<file path="src/rtl/wb_write_scheduler_if.sv">
// rtl/wb_write_scheduler_if.sv - write-back request and register-file port bundle
interface wb_write_scheduler_if;
  logic        ld_valid;
  logic [3:0]  ld_dest;
  logic [31:0] ld_data;
  logic        alu_valid;
  logic [3:0]  alu_dest;
  logic [31:0] alu_result;
  logic        stall;
  logic        writeBackEn;
  logic [3:0]  Dest_wb;
  logic [31:0] Result_WB;
  logic [15:0] pending_mask;
  logic        overflow;

  modport master (
    output ld_valid, ld_dest, ld_data, alu_valid, alu_dest, alu_result,
    input  stall, writeBackEn, Dest_wb, Result_WB, pending_mask, overflow
  );

  modport slave (
    input  ld_valid, ld_dest, ld_data, alu_valid, alu_dest, alu_result,
    output stall, writeBackEn, Dest_wb, Result_WB, pending_mask, overflow
  );
endinterface

</file>
<file path="src/rtl/wb_write_scheduler.sv">
// rtl/wb_write_scheduler.sv - serialises load and ALU write-backs onto one register-file write port
module wb_write_scheduler #(
  parameter int DEPTH = 4
) (
  input  logic                 clk,
  input  logic                 rst,
  wb_write_scheduler_if.slave  bus
);
  localparam int PTR_W = $clog2(DEPTH);
  localparam int CNT_W = $clog2(DEPTH + 1);
  localparam logic [CNT_W-1:0] CNT_ONE   = CNT_W'(1);
  localparam logic [CNT_W-1:0] CNT_FULL  = CNT_W'(DEPTH);
  localparam logic [CNT_W-1:0] STALL_LVL = CNT_W'(DEPTH - 1);
  localparam logic [PTR_W-1:0] PTR_ONE   = PTR_W'(1);

  logic [3:0]       mem_dest_q [DEPTH];
  logic [3:0]       mem_dest_d [DEPTH];
  logic [31:0]      mem_data_q [DEPTH];
  logic [31:0]      mem_data_d [DEPTH];
  logic [DEPTH-1:0] valid_q, valid_d;
  logic [PTR_W-1:0] head_q, head_d;
  logic [PTR_W-1:0] tail_q, tail_d;
  logic [CNT_W-1:0] count_q, count_d;
  logic             wben_q, wben_d;
  logic [3:0]       dest_wb_q, dest_wb_d;
  logic [31:0]      result_q, result_d;
  logic             stall_q, stall_d;
  logic             overflow_q, overflow_d;

  logic             push_ld, push_alu;
  logic [PTR_W-1:0] wr_ptr;
  logic [CNT_W-1:0] occ;
  logic [15:0]      mask;

  // Pop (or bypass) first, then enqueue ld before alu so a full queue drops alu first.
  always_comb begin
    mem_dest_d = mem_dest_q;
    mem_data_d = mem_data_q;
    valid_d    = valid_q;
    head_d     = head_q;
    overflow_d = overflow_q;
    wben_d     = 1'b0;
    dest_wb_d  = dest_wb_q;
    result_d   = result_q;
    push_ld    = 1'b0;
    push_alu   = 1'b0;
    occ        = count_q;
    wr_ptr     = tail_q;

    if (count_q != '0) begin
      wben_d          = 1'b1;
      dest_wb_d       = mem_dest_q[head_q];
      result_d        = mem_data_q[head_q];
      valid_d[head_q] = 1'b0;
      head_d          = head_q + PTR_ONE;
      occ             = count_q - CNT_ONE;
      push_ld         = bus.ld_valid;
      push_alu        = bus.alu_valid;
    end else if (bus.ld_valid) begin
      wben_d    = 1'b1;
      dest_wb_d = bus.ld_dest;
      result_d  = bus.ld_data;
      push_alu  = bus.alu_valid;
    end else if (bus.alu_valid) begin
      wben_d    = 1'b1;
      dest_wb_d = bus.alu_dest;
      result_d  = bus.alu_result;
    end

    if (push_ld) begin
      if (occ < CNT_FULL) begin
        mem_dest_d[wr_ptr] = bus.ld_dest;
        mem_data_d[wr_ptr] = bus.ld_data;
        valid_d[wr_ptr]    = 1'b1;
        wr_ptr             = wr_ptr + PTR_ONE;
        occ                = occ + CNT_ONE;
      end else begin
        overflow_d = 1'b1;
      end
    end

    if (push_alu) begin
      if (occ < CNT_FULL) begin
        mem_dest_d[wr_ptr] = bus.alu_dest;
        mem_data_d[wr_ptr] = bus.alu_result;
        valid_d[wr_ptr]    = 1'b1;
        wr_ptr             = wr_ptr + PTR_ONE;
        occ                = occ + CNT_ONE;
      end else begin
        overflow_d = 1'b1;
      end
    end

    tail_d  = wr_ptr;
    count_d = occ;
    stall_d = (occ >= STALL_LVL);
  end

  always_ff @(posedge clk or negedge rst) begin
    if (!rst) begin
      mem_dest_q <= '{default: '0};
      mem_data_q <= '{default: '0};
      valid_q    <= '0;
      head_q     <= '0;
      tail_q     <= '0;
      count_q    <= '0;
      wben_q     <= 1'b0;
      dest_wb_q  <= '0;
      result_q   <= '0;
      stall_q    <= 1'b0;
      overflow_q <= 1'b0;
    end else begin
      mem_dest_q <= mem_dest_d;
      mem_data_q <= mem_data_d;
      valid_q    <= valid_d;
      head_q     <= head_d;
      tail_q     <= tail_d;
      count_q    <= count_d;
      wben_q     <= wben_d;
      dest_wb_q  <= dest_wb_d;
      result_q   <= result_d;
      stall_q    <= stall_d;
      overflow_q <= overflow_d;
    end
  end

  // Hazard view: everything queued plus the write currently on the port.
  always_comb begin
    mask = '0;
    for (int i = 0; i < DEPTH; i++) begin
      if (valid_q[i]) mask[mem_dest_q[i]] = 1'b1;
    end
    if (wben_q) mask[dest_wb_q] = 1'b1;
  end

  assign bus.stall        = stall_q;
  assign bus.writeBackEn  = wben_q;
  assign bus.Dest_wb      = dest_wb_q;
  assign bus.Result_WB    = result_q;
  assign bus.pending_mask = mask;
  assign bus.overflow     = overflow_q;
endmodule

</file>
<file path="src/flat_wrapper.sv">
// flat-port wrapper written by rule: the top's interface ports become plain ports
module wb_write_scheduler_flat 
#(
  parameter int DEPTH = 4
)
  (clk, rst, bus_ld_valid, bus_ld_dest, bus_ld_data, bus_alu_valid, bus_alu_dest, bus_alu_result, bus_stall, bus_writeBackEn, bus_Dest_wb, bus_Result_WB, bus_pending_mask, bus_overflow);
  wb_write_scheduler_if bus_i ();
  input  logic clk;
  input  logic rst;
  input wire logic [$bits(bus_i.ld_valid)-1:0] bus_ld_valid;
  input wire logic [$bits(bus_i.ld_dest)-1:0] bus_ld_dest;
  input wire logic [$bits(bus_i.ld_data)-1:0] bus_ld_data;
  input wire logic [$bits(bus_i.alu_valid)-1:0] bus_alu_valid;
  input wire logic [$bits(bus_i.alu_dest)-1:0] bus_alu_dest;
  input wire logic [$bits(bus_i.alu_result)-1:0] bus_alu_result;
  output wire logic [$bits(bus_i.stall)-1:0] bus_stall;
  output wire logic [$bits(bus_i.writeBackEn)-1:0] bus_writeBackEn;
  output wire logic [$bits(bus_i.Dest_wb)-1:0] bus_Dest_wb;
  output wire logic [$bits(bus_i.Result_WB)-1:0] bus_Result_WB;
  output wire logic [$bits(bus_i.pending_mask)-1:0] bus_pending_mask;
  output wire logic [$bits(bus_i.overflow)-1:0] bus_overflow;
  assign bus_i.ld_valid = bus_ld_valid;
  assign bus_i.ld_dest = bus_ld_dest;
  assign bus_i.ld_data = bus_ld_data;
  assign bus_i.alu_valid = bus_alu_valid;
  assign bus_i.alu_dest = bus_alu_dest;
  assign bus_i.alu_result = bus_alu_result;
  assign bus_stall = bus_i.stall;
  assign bus_writeBackEn = bus_i.writeBackEn;
  assign bus_Dest_wb = bus_i.Dest_wb;
  assign bus_Result_WB = bus_i.Result_WB;
  assign bus_pending_mask = bus_i.pending_mask;
  assign bus_overflow = bus_i.overflow;
  wb_write_scheduler #(.DEPTH(DEPTH)) u_core (.clk(clk), .rst(rst), .bus(bus_i));
endmodule
</file>
<file path="config.mk">
export PLATFORM = sky130hd
export DESIGN_NAME = wb_write_scheduler_flat
export DESIGN_NICKNAME = d
export VERILOG_FILES = /design/src/rtl/wb_write_scheduler_if.sv /design/src/rtl/wb_write_scheduler.sv /design/src/flat_wrapper.sv
export SDC_FILE = /design/constraint.sdc
export NUM_CORES = 1
export LEC_CHECK = 0
export BUFFER_PORTS_ARGS = -buffer_cell sky130_fd_sc_hd__buf_2
export CORE_MARGIN = 4
export CORE_UTILIZATION = 40
export CTS_BUF_LIST = sky130_fd_sc_hd__clkbuf_16
export CTS_CLUSTER_SIZE = 25
export DETAILED_ROUTE_END_ITERATION = 8
export GPL_TIMING_DRIVEN = 0
export PLACE_DENSITY = 0.59
export SYNTH_ARGS = -nofsm -noshare
export SYNTH_HDL_FRONTEND = slang
export SYNTH_SLANG_ARGS = --single-unit
</file>
<file path="constraint.sdc">
create_clock -name clk -period 2.9 [get_ports clk]
set_input_delay 0.145 -clock clk [delete_from_list [all_inputs] [get_ports clk]]
set_output_delay 0.145 -clock clk [all_outputs]
set_load 0.005 [all_outputs]
</file>
==> results of run 1 <==
==> layer usage <==
layer	part of all wire	track usage	wire length, µm
met1	0.46	0.296	14900
met2	0.49	0.345	16000
met3	0.048	0.0278	1570
met4	0.010	0.0377	329
met5	0	0	0
==> through the flow <==
step	power [mW]	worst slack, ps
2_1_floorplan	10.3	31.3
3_3_place_gp	12.2	-1870
3_5_place_dp	12.4	-515
4_1_cts	15.3	37.0
5_1_grt	16.6	-2.44
6_report	15.4	54.4
==> Yosys cell counts (4+ instances only) <==
library cell	instances
sky130_fd_sc_hd__buf_6	12
sky130_fd_sc_hd__nor2b_1	10
sky130_fd_sc_hd__nand3_1	24
sky130_fd_sc_hd__inv_1	11
sky130_fd_sc_hd__mux2_1	232
sky130_fd_sc_hd__buf_2	20
sky130_fd_sc_hd__a21oi_1	45
sky130_fd_sc_hd__nand2_1	69
sky130_fd_sc_hd__mux4_2	36
sky130_fd_sc_hd__nand3_2	4
sky130_fd_sc_hd__nor3b_1	8
sky130_fd_sc_hd__ha_1	17
sky130_fd_sc_hd__o21ai_0	37
sky130_fd_sc_hd__clkbuf_1	21
sky130_fd_sc_hd__and3b_1	4
sky130_fd_sc_hd__a21oi_4	4
sky130_fd_sc_hd__and3_1	4
sky130_fd_sc_hd__mux2i_1	38
sky130_fd_sc_hd__a22oi_1	17
sky130_fd_sc_hd__buf_1	10
sky130_fd_sc_hd__nor2_1	50
sky130_fd_sc_hd__mux2_2	60
sky130_fd_sc_hd__dfrtp_1	194
==> path summary, 6_finish.rpt <==
| kind | startpoint | end | slack [ps] | depth (start not counted) |
|---|---|---|---|---|
| max in group asynchronous | rst | u_core.tail_q[1]$_DFF_PN0_ | 1620 | 3 |
| worst min register to register | u_core.bus.overflow$_DFF_PN0_ | u_core.bus.overflow$_DFF_PN0_ | 580 | 1 |
| worst min-delay path | bus_alu_result[2] | u_core.mem_data_q[98]$_DFF_PN0_ | 10 | 2 |
| worst max register to register | u_core.count_q[1]$_DFF_PN0_ | u_core.mem_data_q[49]$_DFF_PN0_ | 50 | 11 |
| min in group asynchronous | rst | u_core.mem_data_q[90]$_DFF_PN0_ | 280 | 2 |
| worst max-delay path | u_core.count_q[1]$_DFF_PN0_ | u_core.mem_data_q[49]$_DFF_PN0_ | 50 | 11 |
==> worst max-delay path, cell delays in order (launching register included) <==
cell,delay (ps)
sky130_fd_sc_hd__dfrtp_1,400
sky130_fd_sc_hd__inv_2,70
sky130_fd_sc_hd__ha_2,200
sky130_fd_sc_hd__or3_4,380
sky130_fd_sc_hd__buf_8,140
sky130_fd_sc_hd__a21oi_4,220
sky130_fd_sc_hd__mux2i_4,310
sky130_fd_sc_hd__inv_2,60
sky130_fd_sc_hd__ha_2,190
sky130_fd_sc_hd__nand3_4,230
sky130_fd_sc_hd__clkbuf_16,220
sky130_fd_sc_hd__mux2_1,320
==> cell type report <==
cell class	instances	area [µm²]
Tap cell	384	480
Clock inverter	15	179
Clock buffer	17	425
Sequential cell	194	4850
Inverter	11	41.3
Buffer	65	502
Fill cell	2647	14700
Multi-Input combinational cell	694	6420
Timing Repair Buffer	171	1110
==> cell usage in the layout, fill, tap and decap left out, types with 8 or more instances in the layout <==
cell | synthesis | layout
sky130_fd_sc_hd__a21oi_1 | 45 | 45
sky130_fd_sc_hd__a22oi_1 | 17 | 17
sky130_fd_sc_hd__buf_1 | 10 | 10
sky130_fd_sc_hd__buf_2 | 20 | 136
sky130_fd_sc_hd__buf_4 | 2 | 15
sky130_fd_sc_hd__buf_6 | 12 | 19
sky130_fd_sc_hd__clkbuf_1 | 21 | 21
sky130_fd_sc_hd__clkbuf_16 | 0 | 20
sky130_fd_sc_hd__dfrtp_1 | 194 | 194
sky130_fd_sc_hd__dlygate4sd3_1 | 0 | 22
sky130_fd_sc_hd__ha_1 | 17 | 14
sky130_fd_sc_hd__inv_1 | 11 | 9
sky130_fd_sc_hd__mux2_1 | 232 | 232
sky130_fd_sc_hd__mux2_2 | 60 | 60
sky130_fd_sc_hd__mux2i_1 | 38 | 37
sky130_fd_sc_hd__mux4_2 | 36 | 36
sky130_fd_sc_hd__nand2_1 | 69 | 69
sky130_fd_sc_hd__nand3_1 | 24 | 24
sky130_fd_sc_hd__nor2_1 | 50 | 50
sky130_fd_sc_hd__nor2b_1 | 10 | 10
sky130_fd_sc_hd__nor3b_1 | 8 | 8
sky130_fd_sc_hd__o21ai_0 | 37 | 37
==> kinds of logic after synthesis <==
logic type                 after synthesis
AOI/OAI and AO/OA                      121
xor gates and xnor gates                 5
adders and majority gates               17
buffers and inverters                   76
DFF                                    194
muxes                                  366
and+or+nand+nor                        185
==> power groups by stage <==
stage          sequential [mW]  combinational, mW  clock (mW)
2_1_floorplan             4.76               5.51           0
3_3_place_gp              4.94               7.25           0
3_5_place_dp              4.99               7.41           0
4_1_cts                   4.94               7.78        2.54
5_1_grt                   5.13               8.80        2.67
6_report                  4.96               7.99        2.49
==> state kept, by name (all words and copies together), names as in the netlist <==
signal and count:
u_core.bus.stall 1, u_core.tail_q 2, u_core.count_q 3, u_core.bus.overflow 1, u_core.bus.Dest_wb 4, u_core.valid_q 4
u_core.bus.Result_WB 32, u_core.mem_data_q 128, u_core.head_q 2, u_core.bus.writeBackEn 1, u_core.mem_dest_q 16
==> repair_timing <==
| action | CTS | global route |
|---|---|---|
| setup buffers | 9 | 7 |
| cloned | 0 | 3 |
| hold endpoints to repair | 161 | 0 |
| pin swaps | 1 | 1 |
| hold buffers | 22 | 0 |
| gates resized for setup | 41 | 13 |
| endpoints found under the setup margin | 148 | 141 |
==> reports/metrics.yaml, run 1 <==
final_design_area_no_fill_mm2: 0.0140
detailedPlacementHpwl_um: 21500
worst_pin_slew_ps: 894
p_switching_mw: 5.69
area_share_of_the_largest_cell_type_after_synthesis: 0.418
power.clock.fraction: 0.161
portBuffers: 129
vdd_ir_drop_max_v: 0.000415
finalSetupTns_ps: 0
clkTransAtPathRegs_ps: 70
cellInternalPower_mw: 9.76
synth_enable_flop_cells: 0
synth-xor-area-share: 0.00377
rows: 62
number_of_global_route_vias_before_repair: 8653
cts_buffers: 17
critical_path_peak_fanout: 8
worst_ep_arrival_time_ps: 3170
post_route_drc: 0
yosysSeqAreaShare: 0.418
htree_depth: 4
synth_simple_gate_area_share: 0.0743
first_pass_iters: 5
worst-setup-path-type: "reg -> reg"
postSynthRegisterBits: 194
post_synth_inst_count: 964
post-route-util: 0.488
areaGrowthSynthToFinish_pct: 20.7
layout-drive-gt1-share: 0.283
clk_root_buffer_cell: "sky130_fd_sc_hd__clkbuf_16"
routed_wire_length_per_instance_um: 21.1
start_util: 0.405
antenna_violations_before_repair: 0
share_of_synthesized_area_spent_on_multiplexers: 0.386
post-route-min-period_ps: 2850
final_net_count: 1247
worst_slew_margin_rel: 0.404
power.sequential.fraction: 0.321
gr-usage-all-layers: 0.208
detail_route.wirelength_um: 32800
grt.overflow.total: 0
chipHeight_um: 178
synth_fa_ha_area_frac: 0.0183
synth_compound_area_frac: 0.0647
global_route_wire_length_before_repair_um: 51200
synth.distinct_cells: 45
insertion_delay_ps: 440
ant_nets: 0
postSynthAreaPerCell_um2: 12.0
routabilityCongestion: 0.859
diodes: 0
dp_cells: 1478
ios: 131
yosys_warnings: 0
clk_path_buf_depth: 2
min_path_type: "in -> reg"
synth_top_family_by_area: "multiplexers"
postSynth.asyncResetShare: 1.00
synth_area_mm2: 0.0116
result_of_the_run: "finished, final reports clean"
power-per-cell-area_mw_per_mm2: 1100
final_hold_viol_count: 0
cp-start-kind: "flip-flop"
synth.net_count: 1057
power.share.combinational: 0.518
detail_route.vias_per_cell: 5.49
initialDrtViolationCount: 574
static_leakage_power_nw: 6.15
cts_sinks: 194
final_setup_violation_count: 0
fmaxAchievable_mhz: 351
period_share: 0.981
fin_hold_ws_ps: 11.1
layoutNonFillerInstCount: 1551
maxCapViolCount: 0
synth.area.top_cells: "sky130_fd_sc_hd__dfrtp_1 (42%), sky130_fd_sc_hd__mux2_1 (22%), sky130_fd_sc_hd__mux4_2 (7.0%)"
floorplan_die_area_mm2: 0.0318
crit_path_end_kind: "flip-flop"
num_vias: 8517
power_switching_share: 0.368
cp.required_ps: 3220
core-area_mm2: 0.0287
clock_tree_from_tritoncts: "yes"
placed_area_mm2: 0.0128
grt_max_degree: 114
drv_slew: 0
synth_top_flop_cell: "sky130_fd_sc_hd__dfrtp_1"
worst_clock_skew_ps: 9.66
fp.dieW_um: 178
synth_top_cell_by_area: "sky130_fd_sc_hd__dfrtp_1"
Power figures use the tool's default switching activity.
==> run 2: changes to the inputs <==
==> constraint.sdc (replaced) <==
create_clock -name clk -period 2.5 [get_ports clk]
set_input_delay 0.125 -clock clk [delete_from_list [all_inputs] [get_ports clk]]
set_output_delay 0.125 -clock clk [all_outputs]
set_load 0.005 [all_outputs]
==> reports/metrics.yaml, run 2 (synthesis results as in run 1) <==
final_net_count: 1286
met1_length_um: 16500
initialDrtViolationCount: 653
drv_slew: 0
worst_ep_arrival_time_ps: 2970
largest_reg_flops: 128
highest_layer: "met5"
cp-start-kind: "flip-flop"
worst-setup-path-type: "reg -> reg"
fmaxAchievable_mhz: 378
critical_path_peak_fanout: 5
crit_path_end_kind: "flip-flop"
chipHeight_um: 178
detail_route.wirelength_um: 35200
cpPeakStageDelay_ps: 410
areaGrowthSynthToFinish_pct: 30.7
violated_checks: "negative setup slack"
post_route_drc: 0
period_share: 1.06
fp.dieW_um: 178
grt.overflow.total: 0
global_route_wire_length_before_repair_um: 51500
detail_route.vias_per_cell: 5.51
routed_wire_length_per_instance_um: 22.1
route.met3.wl_um: 1880
fillCellCount: 2471
floorplan_die_area_mm2: 0.0318
first_pass_iters: 5
detailedPlacementHpwl_um: 22200
insertion_delay_ps: 450
ant_nets: 0
core-area_mm2: 0.0287
diodes: 0
min_path_type: "in -> reg"
most-common-layout-cells: "sky130_fd_sc_hd__dfrtp_1 (194), sky130_fd_sc_hd__buf_2 (136), sky130_fd_sc_hd__mux2_4 (132), sky130_fd_sc_hd__mux2_1 (117), sky130_fd_sc_hd__nand2_1 (67)"
cts_sinks: 194
final_setup_violation_count: 143
cp.required_ps: 2820
clkTransAtPathRegs_ps: 90
clock_tree_from_tritoncts: "yes"
result_of_the_run: "finished with violations"
timing.critical_path.slowest_stage_cell: "sky130_fd_sc_hd__or3_4"
final_design_area_no_fill_mm2: 0.0152
dr_wl_met2_um: 16200
ff2ff_setup_slack_ps: -150
grt_max_degree: 107
clk_root_buffer_cell: "sky130_fd_sc_hd__clkbuf_16"
worst-path-buf-inv: 5
registers.top_by_ff_count: "u_core.mem_data_q"
maxCapViolCount: 0
worst_slew_margin_rel: 0.357
worst_clock_skew_ps: 18.3
cts_buffers: 17
layout.cells.most_common: "sky130_fd_sc_hd__dfrtp_1"
routabilityCongestion: 0.900
htree_depth: 4
crit_path_cell_trace: "inv_2, ha_4, or3_4, a21oi_4, buf_6, xnor2_4, inv_2, ha_4, nand3_4, buf_12, clkbuf_16, mux2_4"
fin_hold_ws_ps: 30.4
portBuffers: 129
post-route-min-period_ps: 2650
clk_path_buf_depth: 2
start_util: 0.405
rows: 62
worst_pin_slew_ps: 965
pre_cts_ws_ps: -505
rsz0062_at_grt: "yes"
final_hold_viol_count: 0
vdd_ir_drop_max_v: 0.000587
setup_slack_ps: -149
gr-usage-all-layers: 0.212
num_vias: 8754
layout-drive-gt1-share: 0.397
static_leakage_power_nw: 7.11
ios: 131
power-per-cell-area_mw_per_mm2: 1340
placed_area_mm2: 0.0132
number_of_global_route_vias_before_repair: 8704
antenna_violations_before_repair: 1
crit_family: "buffers and inverters"
[run 2: path summary, 6_finish.rpt]
| path | start | to | depth (start not counted) |
|---|---|---|---|
| max in group asynchronous | rst | u_core.mem_data_q[114]$_DFF_PN0_ | 3 |
| hold reg to reg | u_core.bus.overflow$_DFF_PN0_ | u_core.bus.overflow$_DFF_PN0_ | 1 |
| setup reg to reg | u_core.count_q[1]$_DFF_PN0_ | u_core.mem_data_q[24]$_DFF_PN0_ | 12 |
| min in group asynchronous | rst | u_core.bus.Dest_wb[0]$_DFFE_PN0P_ | 2 |
| hold / removal | bus_alu_result[2] | u_core.mem_data_q[2]$_DFF_PN0_ | 2 |
| setup / recovery | u_core.count_q[1]$_DFF_PN0_ | u_core.mem_data_q[24]$_DFF_PN0_ | 12 |
[run 2: timing repair]
item / in CTS / in global routing
setup endpoints to repair: 150 / 150
resized for setup: 34 / 85
hold buffers: 35 / 0
cloned: 3 / 6
pin swaps: 3 / 6
endpoints found under the hold margin: 217 / 0
setup buffers: 36 / 3
[run 2: layout make-up]
class                           instances  area (µm²)  share of cell area
Buffer                                 63         523              0.0345
Clock buffer                           17         425              0.0280
Clock inverter                         15         146             0.00965
Inverter                               11        41.3             0.00272
Multi-Input combinational cell        695        7030               0.463
Sequential cell                       194        4850               0.320
Tap cell                              384         480              0.0317
Timing Repair Buffer                  211        1680               0.111
[run 2: metrics by stage]
stage	setup TNS, ps	instances	power (mW)	util
2_1_floorplan	-15610	964	12.9	-
3_3_place_gp	-488930	1477	15.3	0.459
3_5_place_dp	-62560	1478	15.5	0.460
4_1_cts	-26200	1584	19.3	0.514
5_1_grt	-24850	1590	21.5	0.529
6_report	-13110	1590	20.3	0.529
[run 2: per-layer routing]
layer / up-vias / track usage
li1: 3997 / -
met5: - / 0
met2: 288 / 0.339
met3: 39 / 0.0326
met1: 4428 / 0.303
met4: 2 / 0.0499
[run 2: where the power goes]
| group | total (mW) | switching (mW) | internal (mW) |
|---|---|---|---|
| Sequential | 5.79 | 0.972 | 4.82 |
| Combinational | 11.7 | 4.98 | 6.76 |
| Clock | 2.76 | 1.35 | 1.41 |
| Total | 20.3 | 7.31 | 13.0 |
